File: src/rtl/mul_pkg.sv
// ---------------------------------------------------------------------------
// mul_pkg
// Shared types for the one-detect / normalise pipeline.
//   mode_e       : scan direction, MODE_LEAD picks the highest set bit,
//                  MODE_TRAIL picks the lowest set bit.
//   mul_result_t : one pipeline payload (mask, idx, zero, norm). Fields are
//                  sized for the widest supported operand (64 bits); narrower
//                  instances zero-extend into them and slice back out.
// ---------------------------------------------------------------------------
package mul_pkg;

  localparam int MAX_W     = 64;
  localparam int MAX_IDX_W = 6;

  typedef enum logic {
    MODE_LEAD  = 1'b0,
    MODE_TRAIL = 1'b1
  } mode_e;

  typedef struct packed {
    logic [MAX_W-1:0]     mask;
    logic [MAX_IDX_W-1:0] idx;
    logic                 zero;
    logic [MAX_W-1:0]     norm;
  } mul_result_t;

endpackage

File: src/rtl/mul_one_detect.sv
// ---------------------------------------------------------------------------
// mul_one_detect
// Purely combinational selection of one set bit of an operand.
// Ports:
//   data : operand to scan
//   mode : MODE_LEAD (highest set bit) or MODE_TRAIL (lowest set bit)
//   mask : one-hot mask of the selected bit, 0 when data is zero
//   idx  : position of the selected bit, 0 when data is zero
//   zero : high when data is all zeros
// ---------------------------------------------------------------------------
module mul_one_detect
  import mul_pkg::*;
#(
  parameter  int INPUT_WIDTH = 24,
  localparam int IDX_W       = $clog2(INPUT_WIDTH)
) (
  input  logic [INPUT_WIDTH-1:0] data,
  input  mode_e                  mode,
  output logic [INPUT_WIDTH-1:0] mask,
  output logic [IDX_W-1:0]       idx,
  output logic                   zero
);

  // Priority search: the scan runs towards the side that should win, so the
  // last matching bit seen is the one we keep. The mask is rebuilt from the
  // index so it is one-hot by construction.
  always_comb begin
    idx  = '0;
    zero = (data == '0);
    if (mode == MODE_LEAD) begin
      for (int i = 0; i < INPUT_WIDTH; i++) begin
        if (data[i]) idx = IDX_W'(i);
      end
    end else begin
      for (int i = INPUT_WIDTH - 1; i >= 0; i--) begin
        if (data[i]) idx = IDX_W'(i);
      end
    end
    mask = zero ? '0 : (INPUT_WIDTH'(1) << idx);
  end

endmodule

File: src/rtl/mul_norm_pipe.sv
// ---------------------------------------------------------------------------
// mul_norm_pipe
// Finds the leading or trailing one of an operand, normalises the operand
// around it and passes the result through PIPE_STAGES valid/ready stages.
// Ports:
//   clk, rst  : clock, synchronous active-high reset
//   in_valid  : input beat present
//   in_ready  : input beat accepted this cycle
//   in_data   : operand
//   in_mode   : 0 = leading one, 1 = trailing one
//   out_valid : result beat present
//   out_ready : downstream accepts the result
//   out_mask  : one-hot mask of the selected bit
//   out_idx   : position of the selected bit
//   out_zero  : operand was all zeros
//   out_norm  : operand shifted so the selected bit sits at MSB (leading)
//               or at bit 0 (trailing)
// ---------------------------------------------------------------------------
module mul_norm_pipe
  import mul_pkg::*;
#(
  parameter  int INPUT_WIDTH = 24,
  parameter  int PIPE_STAGES = 2,
  localparam int IDX_W       = $clog2(INPUT_WIDTH)
) (
  input  logic                   clk,
  input  logic                   rst,
  input  logic                   in_valid,
  output logic                   in_ready,
  input  logic [INPUT_WIDTH-1:0] in_data,
  input  logic                   in_mode,
  output logic                   out_valid,
  input  logic                   out_ready,
  output logic [INPUT_WIDTH-1:0] out_mask,
  output logic [IDX_W-1:0]       out_idx,
  output logic                   out_zero,
  output logic [INPUT_WIDTH-1:0] out_norm
);

  mode_e                  scan_mode;
  logic [INPUT_WIDTH-1:0] det_mask;
  logic [IDX_W-1:0]       det_idx;
  logic                   det_zero;

  assign scan_mode = mode_e'(in_mode);

  mul_one_detect #(
    .INPUT_WIDTH(INPUT_WIDTH)
  ) u_detect (
    .data (in_data),
    .mode (scan_mode),
    .mask (det_mask),
    .idx  (det_idx),
    .zero (det_zero)
  );

  // Normalising shift ahead of stage 0. INPUT_WIDTH-1 always fits in IDX_W
  // bits, so the leading shift amount never wraps. A zero operand shifts to
  // zero in either direction, so no special case is needed.
  logic [IDX_W-1:0]       lead_shift;
  logic [INPUT_WIDTH-1:0] norm_value;
  mul_result_t            in_result;

  always_comb begin
    lead_shift = IDX_W'(INPUT_WIDTH - 1) - det_idx;
    if (scan_mode == MODE_LEAD) begin
      norm_value = in_data << lead_shift;
    end else begin
      norm_value = in_data >> det_idx;
    end
    in_result      = '0;
    in_result.mask = MAX_W'(det_mask);
    in_result.idx  = MAX_IDX_W'(det_idx);
    in_result.zero = det_zero;
    in_result.norm = MAX_W'(norm_value);
  end

  logic [PIPE_STAGES-1:0] stage_valid;
  logic [PIPE_STAGES-1:0] stage_ready;
  mul_result_t            stage_data [PIPE_STAGES];
  logic                   up_valid   [PIPE_STAGES];
  mul_result_t            up_data    [PIPE_STAGES];

  // Ready ripples backwards from the output: a stage can load if it is empty
  // or if the stage after it is moving. A local accumulator keeps the chain
  // free of self-referencing vector reads.
  always_comb begin
    logic downstream;
    downstream  = out_ready;
    stage_ready = '0;
    for (int k = PIPE_STAGES - 1; k >= 0; k--) begin
      stage_ready[k] = !stage_valid[k] || downstream;
      downstream     = stage_ready[k];
    end
  end

  // Upstream view for every stage: stage 0 sees the combinational result,
  // later stages see the register in front of them.
  always_comb begin
    up_valid[0] = in_valid;
    up_data[0]  = in_result;
    for (int k = 1; k < PIPE_STAGES; k++) begin
      up_valid[k] = stage_valid[k-1];
      up_data[k]  = stage_data[k-1];
    end
  end

  // Stage registers. Reset wins over any handshake in the same cycle. The
  // payload only moves when the upstream actually carries a beat, so a
  // stalled or idle input never disturbs stored data.
  always_ff @(posedge clk) begin
    if (rst) begin
      stage_valid <= '0;
      for (int k = 0; k < PIPE_STAGES; k++) begin
        stage_data[k] <= '0;
      end
    end else begin
      for (int k = 0; k < PIPE_STAGES; k++) begin
        if (stage_ready[k]) begin
          stage_valid[k] <= up_valid[k];
          if (up_valid[k]) begin
            stage_data[k] <= up_data[k];
          end
        end
      end
    end
  end

  mul_result_t last_result;
  logic        unused_result_bits;

  assign last_result        = stage_data[PIPE_STAGES-1];
  assign unused_result_bits = ^last_result;
  assign in_ready           = stage_ready[0];
  assign out_valid          = stage_valid[PIPE_STAGES-1];

  // Outputs read as zero whenever no beat is presented, which also gives
  // all-zero outputs straight after reset.
  always_comb begin
    out_mask = '0;
    out_idx  = '0;
    out_zero = 1'b0;
    out_norm = '0;
    if (out_valid) begin
      out_mask = last_result.mask[INPUT_WIDTH-1:0];
      out_idx  = last_result.idx[IDX_W-1:0];
      out_zero = last_result.zero;
      out_norm = last_result.norm[INPUT_WIDTH-1:0];
    end
  end

endmodule

File: config.mk
export PLATFORM = sky130hd
export DESIGN_NAME = mul_norm_pipe
export DESIGN_NICKNAME = d
export VERILOG_FILES = /design/src/rtl/mul_pkg.sv /design/src/rtl/mul_one_detect.sv /design/src/rtl/mul_norm_pipe.sv
export SDC_FILE = /design/constraint.sdc
export NUM_CORES = 1
export LEC_CHECK = 0
export BUFFER_PORTS_ARGS = -buffer_cell sky130_fd_sc_hd__buf_4
export CORE_ASPECT_RATIO = 1.2
export CORE_MARGIN = 4
export CORE_UTILIZATION = 58
export DETAILED_ROUTE_END_ITERATION = 10
export PLACE_DENSITY = 0.8
export SLEW_MARGIN = 10
export SYNTH_ARGS = -nofsm -noshare
export SYNTH_HDL_FRONTEND = slang
export SYNTH_SLANG_ARGS = --single-unit
File: constraint.sdc
create_clock -name clk -period 4.4 [get_ports clk]
set_clock_uncertainty 0.15 [all_clocks]
set_input_delay 0 -clock clk [delete_from_list [all_inputs] [get_ports clk]]
set_output_delay 0 -clock clk [all_outputs]
set_load 0.01 [all_outputs]
==> flow_metrics.env <==
export IMPL_drtAntennaViolNets=0
export IMPL_cts_tree="done"
export IMPL_core_sq_um=10700
export IMPL_synth_edf_count=108
export IMPL_gp_congestion=1.02
export IMPL_port_buffer_count=84
export IMPL_tightest_slew_ns=1.06
export IMPL_cts_root_buf="clkbuf_16"
export IMPL_syn_nets=635
export IMPL_grtUsageTotal=0.277
export IMPL_post_cts_buffers=0
export IMPL_wl_per_cell_microns=21.3
export IMPL_synth_cells=606
export IMPL_grt_max_degree=57
export IMPL_slew_headroom=0.288
export IMPL_fin_ws_ns=1.17
export IMPL_area_delta_synth_final_pct=16.7
export IMPL_use_met1=0.347
export IMPL_layout_common_cells="112 x and2_1, 108 x edfxtp_1, 96 x buf_4"
export IMPL_drcViolationCount=0
export IMPL_cts_clk_slew_worst_paths_ns=0.07
export IMPL_vias=5199
export IMPL_grt_pass1_vias=5037
export IMPL_fill_cells=775
export IMPL_critPathRequiredTime_ns=4.46
export IMPL_placed_area_sq_um=7140
export IMPL_fin_crit_sh=0.735
export IMPL_p_switching_mw=0.673
export IMPL_critPathKind="flip-flop to flip-flop"
export IMPL_rsz0062_at_grt="no"
export IMPL_irDropWorstVdd_v=0.000220
export IMPL_rows=41
export IMPL_diodes=0
export IMPL_critPathCaptureType="flip-flop"
export IMPL_via_per_inst=6.36
export IMPL_synth_yosys_seq_area_share=0.513
export IMPL_pre_cts_slack_ns=0.912
export IMPL_cp_start_kind="flip-flop"
export IMPL_synth_avg_cell_area_sq_um=10.6
export IMPL_p_sw_frac=0.266
export IMPL_antenna_found_initial=0
export IMPL_p_leak_nw=3.04
export IMPL_synth_warnings=0
export IMPL_drv_cap=0
export IMPL_htree_num_levels=3
export IMPL_power_mw=2.53
export IMPL_numClockSinks=110
export IMPL_die_w_microns=104
export IMPL_use_met3=0.0475
export IMPL_fin_util=0.700
export IMPL_ys_flop_type="edfxtp_1"
export IMPL_ys_ff_latch=110
export IMPL_cp_data_arrival_time_ns=3.29
export IMPL_synth_top_cell_area_share=0.507
export IMPL_die_h_microns=123
export IMPL_hpwl_microns=12400
export IMPL_p_int_mw=1.85
export IMPL_setup_viol_count_final=0
export IMPL_nets=712
export IMPL_finalMaxSlewViolations=0
export IMPL_clk_latency_ns=0.35
export IMPL_cts_buffer_depth=2
export IMPL_path_max_fanout=56
export IMPL_die_area_sq_um=12800
export IMPL_drt_pre_antenna_iters=5
export IMPL_wl_microns=17400
export IMPL_ff_latch_area_sq_um=3280
export IMPL_netlist_top_cells_area="edfxtp_1 51%, and2_1 11%, mux2i_1 7.8%"
export IMPL_yosysTopAreaCell="edfxtp_1"
export IMPL_finalSetupTns_ns=0
export IMPL_holdCritPathClass="primary input to flip-flop"
export IMPL_status="completed"
export IMPL_grt_pass1_wl_microns=27600
export IMPL_grt_overflow=0
export IMPL_cts_buffers=9
export IMPL_min_period_ns=3.23
export IMPL_start_util=0.600
export IMPL_combPwrFrac=0.189
export IMPL_grt_use_met2=0.483
export IMPL_hold_viol_final=0
export IMPL_boundaryPins=85
export IMPL_max_freq_mhz=309
export IMPL_syn_area_sq_um=6400
export IMPL_grt_busiest_layer="met2"
export IMPL_power_frac_seq=0.498
export IMPL_async_reset_ff_frac=0
export IMPL_synth_cell_types=62
export IMPL_multi_input_area_sq_um=2960
export IMPL_power_density_nw_per_um2=338
export IMPL_p_clk_frac=0.313
export IMPL_drive_above_1_share=0.192
export IMPL_drt_iter0_drc=591
export IMPL_final_common_cell="and2_1"
export IMPL_design_area_sq_um=7470
## cell usage after synthesis, types with 5 or more instances
master,instances
inv_1,7
and2_1,112
o211ai_1,8
nand3_1,5
edfxtp_1,108
mux2i_1,50
a221oi_1,7
nand2b_1,7
a21oi_1,24
mux2_2,10
o21ai_0,12
nor3_1,18
a21o_1,5
buf_2,5
or3_1,6
a211oi_1,8
nand2_1,37
nor2_1,73
o22ai_1,7
clkbuf_1,22
## state kept, by name, summed over array words and instances, names as in the netlist
signal       cells
stage_data     108
stage_valid      2
## per-layer routing
layer / vias to the layer above / part of all wire
met5: - / 0
met4: 0 / 0.036
met3: 49 / 0.066
met2: 260 / 0.50
met1: 2511 / 0.40
li1: 2379 / -
## what timing repair did
action	CTS	global route
resized for setup	0	0
hold endpoints to repair	2	0
hold buffers	3	0
## final timing paths
kind	from	to	slack [ns]	cells after the start
worst max-delay path	stage_valid[1]	stage_data[0][2]	1.17	8
worst min register to register	stage_data[0][92]	stage_data[0][227]	0.37	1
worst min-delay path	in_mode	stage_data[0][16]	0.06	2
worst max register to register	stage_valid[1]	stage_data[0][2]	1.17	8
## power groups by stage
| stage | logic, mW | clock network, mW | registers (mW) |
|---|---|---|---|
| 2_1_floorplan | 0.305 | 0 | 1.27 |
| 3_3_place_gp | 0.457 | 0 | 1.27 |
| 3_5_place_dp | 0.462 | 0 | 1.28 |
| 4_1_cts | 0.467 | 0.799 | 1.26 |
| 5_1_grt | 0.511 | 0.838 | 1.26 |
| 6_report | 0.477 | 0.792 | 1.26 |
## layout make-up
class | count | share of cell area
sequential | 110 | 0.440
multi-input combinational | 456 | 0.396
timing repair buffer | 99 | 0.101
clock buffer | 10 | 0.0307
tap | 129 | 0.0216
clock inverter | 6 | 0.00821
inverter | 7 | 0.00352
## worst max-delay path, cell delays in order, from the launching register on
cell and delay, ns:
dfxtp_1 0.30, buf_4 0.25, nor2b_1 0.23, and2_1 0.22
or3_1 0.56, nor2_1 0.48, nand2_1 0.38, o22ai_1 0.30
o221a_1 0.22
## per-stage QoR
stage	instances	hold WS, ns
global placement	798	0.0565
finish	817	0.0638
floorplan	606	-0.0776
global route	817	0.0741
CTS	817	0.0463
detailed placement	798	0.0715
## kinds of logic (layout without fill, tap and decap cells)
| family | count (synthesis) | in the layout | synth area share |
|---|---|---|---|
| simple gates | 276 | 276 | 0.225 |
| mux | 60 | 60 | 0.0958 |
| flops | 110 | 110 | 0.513 |
| buf+inv | 40 | 122 | 0.0287 |
| compound gates | 120 | 120 | 0.137 |
No activity file was read; power rests on OpenSTA's default activity.
